$ cat src/rtl/dmem_arbiter.sv
// Arbitrates the single data-memory port between the CPU and the external IO port.
// Each grant runs IDLE -> ACC -> RESP -> IDLE, giving a two-cycle request-to-ack latency.
module dmem_arbiter (
    input  logic        CLK_in,
    input  logic        Reset_in,
    input  logic        Run_en,
    input  logic        CpuReq_in,
    input  logic        CpuWrite_in,
    input  logic [31:0] CpuAdd_in,
    input  logic [31:0] CpuData_in,
    output logic        CpuAck_out,
    output logic [31:0] CpuData_out,
    input  logic        IoReq_in,
    input  logic        IoWrite_in,
    input  logic [31:0] IoAdd_in,
    input  logic [31:0] IoData_in,
    output logic        IoAck_out,
    output logic [31:0] IoData_out,
    output logic [31:0] MemAdd_out,
    output logic [31:0] MemData_out,
    output logic        MemRead_en,
    output logic        MemWrite_en,
    input  logic [31:0] MemData_in,
    output logic        Busy_out,
    output logic        Owner_out
);

    typedef enum logic [1:0] {IDLE, CPU_ACC, IO_ACC, RESP} state_t;

    state_t     stateReg;
    logic [2:0] starveCnt;
    logic       cpuEligible;
    logic       grantIo;

    assign cpuEligible = CpuReq_in & Run_en;
    // IO wins when the CPU is not eligible, or when it has been passed over four times.
    assign grantIo     = IoReq_in & (~cpuEligible | (starveCnt == 3'd4));

    always_ff @(posedge CLK_in or posedge Reset_in) begin
        if (Reset_in) begin
            stateReg    <= IDLE;
            starveCnt   <= 3'd0;
            CpuAck_out  <= 1'b0;
            IoAck_out   <= 1'b0;
            CpuData_out <= 32'd0;
            IoData_out  <= 32'd0;
            MemAdd_out  <= 32'd0;
            MemData_out <= 32'd0;
            MemRead_en  <= 1'b0;
            MemWrite_en <= 1'b0;
            Busy_out    <= 1'b0;
            Owner_out   <= 1'b0;
        end else begin
            CpuAck_out  <= 1'b0;
            IoAck_out   <= 1'b0;
            MemRead_en  <= 1'b0;
            MemWrite_en <= 1'b0;
            case (stateReg)
                IDLE: begin
                    if (grantIo) begin
                        stateReg    <= IO_ACC;
                        MemAdd_out  <= IoAdd_in;
                        MemData_out <= IoData_in;
                        MemWrite_en <= IoWrite_in;
                        MemRead_en  <= ~IoWrite_in;
                        Busy_out    <= 1'b1;
                        Owner_out   <= 1'b1;
                        starveCnt   <= 3'd0;
                    end else if (cpuEligible) begin
                        stateReg    <= CPU_ACC;
                        MemAdd_out  <= CpuAdd_in;
                        MemData_out <= CpuData_in;
                        MemWrite_en <= CpuWrite_in;
                        MemRead_en  <= ~CpuWrite_in;
                        Busy_out    <= 1'b1;
                        Owner_out   <= 1'b0;
                        if (IoReq_in)
                            starveCnt <= starveCnt + 3'd1;
                    end
                end
                // The strobe registers still hold the latched write select during ACC.
                CPU_ACC: begin
                    stateReg   <= RESP;
                    CpuAck_out <= 1'b1;
                    if (!MemWrite_en)
                        CpuData_out <= MemData_in;
                end
                IO_ACC: begin
                    stateReg  <= RESP;
                    IoAck_out <= 1'b1;
                    if (!MemWrite_en)
                        IoData_out <= MemData_in;
                end
                RESP: begin
                    stateReg <= IDLE;
                    Busy_out <= 1'b0;
                end
                default: begin
                    stateReg <= IDLE;
                    Busy_out <= 1'b0;
                end
            endcase
        end
    end

endmodule
$ cat config.mk
export PLATFORM = sky130hd
export DESIGN_NAME = dmem_arbiter
export DESIGN_NICKNAME = d
export VERILOG_FILES = /design/src/rtl/dmem_arbiter.sv
export SDC_FILE = /design/constraint.sdc
export NUM_CORES = 1
export LEC_CHECK = 0
export CAP_MARGIN = 10
export CORE_ASPECT_RATIO = 2
export CORE_UTILIZATION = 28
export CTS_BUF_LIST = sky130_fd_sc_hd__clkbuf_2
export DETAILED_ROUTE_END_ITERATION = 8
export GPL_TIMING_DRIVEN = 0
export PLACE_DENSITY_LB_ADDON = 0.2
export RECOVER_POWER = 100
export SLEW_MARGIN = 25
export SYNTH_ARGS = -nofsm -noshare
export SYNTH_HDL_FRONTEND = slang
export SYNTH_SLANG_ARGS = --single-unit
export TNS_END_PERCENT = 100
$ cat constraint.sdc
create_clock -name CLK_in -period 5.9 [get_ports CLK_in]
set_input_delay 0.885 -clock CLK_in [delete_from_list [all_inputs] [get_ports CLK_in]]
set_output_delay 0.885 -clock CLK_in [all_outputs]
set_load 0.01 [all_outputs]
==> out/qor.txt <==
STATUS
---------------------------------------------------------------------------------
Run status                                                           finished, violations left
Failing checks                                                       max-capacitance violations, max-slew violations

LOGIC SYNTHESIS
---------------------------------------------------------------------------------
Cell type contributing the most total cell area after synthesis      sky130_fd_sc_hd__dfrtp_1
Post-synthesis area per instance                                         14.2 µm²
Cells after synthesis                                                         408
Syn Nets                                                                      581
Share of the synthesized area in compound gates (AO/OA/AOI/OAI)             19.6%
Adder and majority cell fraction of the synthesized area                    1.29%
Most instantiated cells after synthesis                              sky130_fd_sc_hd__dfrtp_1, sky130_fd_sc_hd__a22o_1, sky130_fd_sc_hd__a21o_1, sky130_fd_sc_hd__mux2_1, sky130_fd_sc_hd__mux2_2
Biggest area contributors in the synthesized netlist                 sky130_fd_sc_hd__dfrtp_1, sky130_fd_sc_hd__a22o_1, sky130_fd_sc_hd__a21o_1, sky130_fd_sc_hd__mux2_1, sky130_fd_sc_hd__mux2_2
Count of distinct cell types in the synthesized netlist                        30
Synth Area in XOR/XNOR                                                         0%
Fraction of registers with async set or reset after synthesis                100%
Sequential fraction of the synthesis area                                   60.0%
Count leader, synth                                                  sky130_fd_sc_hd__dfrtp_1
Largest family of logic cells by synthesized area                    compound AO/OA/AOI/OAI gates
Number of enable-type register cells in the synthesized netlist                 0
Flip-flop cell with the highest count after synthesis                sky130_fd_sc_hd__dfrtp_1
Number of storage elements in the synthesis netlist                           139
Simple-gate area share of the yosys netlist                                 1.90%
Syn Std Cell Area                                                        5800 µm²
Fraction of post-synthesis cell area in the top cell type by area           60.0%
Count of yosys warnings during synthesis                                        0
Multiplexer area fraction after synthesis                                   13.0%

STA
---------------------------------------------------------------------------------
Minimum period implied by the final worst setup slack                     2.84 ns
Total of endpoints with negative setup slack in the final report                0
Timing-limited maximum frequency                                          352 MHz
RSZ-0062 raised after global routing                                        false
Setup Skew                                                              0.0259 ns
Max-slew violations                                                            51
Final number of hold-violating endpoints                                        0
Hold slack                                                               0.481 ns
Slew Limit Headroom                                                        -59.7%
Fraction of the cycle the final worst path needs                            48.2%
Final Worst Setup Slack                                                   3.06 ns
Slew at the pin closest to its max-slew limit                             2.38 ns

FLOORPLAN
---------------------------------------------------------------------------------
I/O Pins                                                                      301
Starting density of the core                                                28.5%
Vertical die dimension                                                     206 µm
Die X                                                                      104 µm
Total number of placement rows                                                 74
Full die area                                                           21300 µm²
Floorplan core area                                                     20400 µm²

FINAL LAYOUT
---------------------------------------------------------------------------------
Proportion of layout cells with a drive suffix above 1                      10.0%
Filler cells                                                                 1924
Utilization after layout                                                    45.8%
Area growth syn-to-layout                                                   60.8%
Number of nets in the final layout                                            900

GLOBAL ROUTE
---------------------------------------------------------------------------------
Tot GR Track Use                                                            17.3%
Vias in the first global route                                               5225
Maximum number of pins on one net before global-route repair                   90
Total congestion overflow after global routing                                  0
Wire length of the first global-routing pass                             27800 µm
Antenna violations before repair                                                2

PLACE
---------------------------------------------------------------------------------
Port Buf Inserts                                                              299
Pre-CTS worst setup slack                                                 3.25 ns
Half-perimeter wire length after placement                               13900 µm
Gp weighted congestion                                                      0.839

POWER
---------------------------------------------------------------------------------
Largest vdd supply drop                                                    221 µV
Pwr dens                                                               482 nW/µm²
Leakage component of the power                                            4.34 nW

CLOCK NETWORK
---------------------------------------------------------------------------------
Hold buffers post-CTS                                                           0
Clock Root Buffer                                                    sky130_fd_sc_hd__clkbuf_2
Number of buffers on the longest clock path                                     2
Number of buffers created by CTS                                               17
Cells resized by post-CTS repair                                                0
Source-to-sink clock delay at the later pin of the worst-skew pair        0.76 ns
Buffers inserted during post-CTS setup optimization                             0
CTS HTree Levels                                                                4
Clock-pin slew on the worst setup and hold paths                          0.21 ns
Total clock sinks                                                             139
Clock tree from TritonCTS                                                    done

ROUTING
---------------------------------------------------------------------------------
DRC                                                                             0
Detailed-router iteration count before antenna repair                           4
Initial detailed-routing violation count                                      144
DR WL/cell                                                                18.0 µm
Via count normalized by instance count                                       4.67
Vias post-DR                                                                 4704
Detail Route Antenna Nets                                                       0
Detailed Route WL                                                        18200 µm

WORST SETUP PATH
---------------------------------------------------------------------------------
Cell Chain, Critical Path                                            inv_1, ha_1, clkbuf_1, nand3_2, a21oi_1, clkbuf_1, a22o_1, a21o_1
Slowest library cell on the worst path                               sky130_fd_sc_hd__a21oi_1
Required time of the critical path                                        6.60 ns
WS Path Type                                                              reg2reg
Cell type with the highest occurrence count on the critical path     sky130_fd_sc_hd__clkbuf_1
Setup crit end kind                                                     flip-flop
Crit path largest cell delay                                              0.77 ns
CP startpoint kind                                                      flip-flop
Worst EP arrival                                                          3.54 ns
Worst-path maximum fanout                                                      10

WORST HOLD PATH
---------------------------------------------------------------------------------
Worst min-delay path class                                                 in2reg

JOB
---------------------------------------------------------------------------------
Max-capacitance violation count                                                 1

[layer usage]
metal  track usage, %  wire [µm]
met2             32.8      10300
met5                0          0
met3             4.34        925
met4             11.2        899
met1             16.2       6020
[cell type report]
type	count	area (µm²)	share of cell area, %
flip-flops and latches	139	3480	37.3
repair buffers	300	3020	32.4
multi-input cells	232	2060	22.1
well taps	266	333	3.57
plain buffers	30	173	1.85
clock inverters	15	148	1.58
clock buffers	17	85.1	0.912
inverters	7	27.5	0.295
diodes	2	5.00	0.0536
[state kept, by name (all words and copies together), names as in the netlist, 2 cells and up]
name	cells
MemData_out	32
starveCnt	3
IoData_out	32
stateReg	2
MemAdd_out	32
CpuData_out	32
[per-stage QoR]
step	power, W	instance area (µm²)	TNS, ns	instances
finish	0.00450	9330	0	1008
global route	0.00482	9330	0	1008
CTS	0.00480	9400	0	1006
detailed placement	0.00420	9160	0	974
global placement	0.00413	9130	-97.04	973
floorplan	0.00288	5800	0	408
[power by group]
part | switching (W) | internal (W) | total [W]
Combinational | 0.000972 | 0.00131 | 0.00228
Sequential | 0.000232 | 0.00142 | 0.00165
Clock | 0.000376 | 0.000193 | 0.000569
[cells in the final DEF (no fill, tap or decap), drive strengths merged]
| cell type | instances |
|---|---|
| clkinvlp | 5 |
| mux2i | 1 |
| a311o | 2 |
| bufinv | 2 |
| clkdlybuf4s50 | 164 |
| clkbuf | 34 |
| a22o | 65 |
| nor2 | 3 |
| dfrtp | 139 |
| nor2b | 3 |
| a21oi | 2 |
| diode | 2 |
| and3 | 1 |
| buf | 14 |
| inv | 9 |
| nand2b | 2 |
| ha | 6 |
| clkinv | 6 |
| o21ai | 5 |
| o21a | 1 |
| a211oi | 1 |
| dlygate4sd3 | 135 |
| nand3 | 2 |
| nand2 | 6 |
| mux2 | 66 |
| and2 | 1 |
| nand4 | 1 |
| a21o | 64 |
[critical path, delay by kind of cell (launching register included)]
family	cells	cell delay [ns]
AO/OA/AOI/OAI	3	1.06
buffers and inverters	3	0.94
flip-flops	1	0.46
adder cells (fa/ha/maj)	1	0.21
AND/OR/NAND/NOR	1	0.11
[worst paths after layout]
kind	slack, ns	startpoint	end	cells after the start
worst max-delay path	3.06	stateReg[0]$_DFFE_PP0P_	MemData_out[11]$_DFFE_PP0P_	8
worst min-delay path	0.48	IoReq_in	starveCnt[0]$_DFFE_PP0P_	3
worst max register to register	3.06	stateReg[0]$_DFFE_PP0P_	MemData_out[11]$_DFFE_PP0P_	8
worst min register to register	0.51	IoData_out[10]$_DFFE_PP0P_	IoData_out[10]$_DFFE_PP0P_	1
max in group asynchronous	3.46	Reset_in	IoData_out[27]$_DFFE_PP0P_	3
min in group asynchronous	1.22	Reset_in	CpuData_out[17]$_DFFE_PP0P_	2
[cells by family after synthesis]
logic type | count (synthesis)
flops | 139
compound gates | 140
buf+inv | 37
mux | 67
fa+ha+maj | 6
simple gates | 19
No activity file was read; power rests on OpenSTA's default activity.
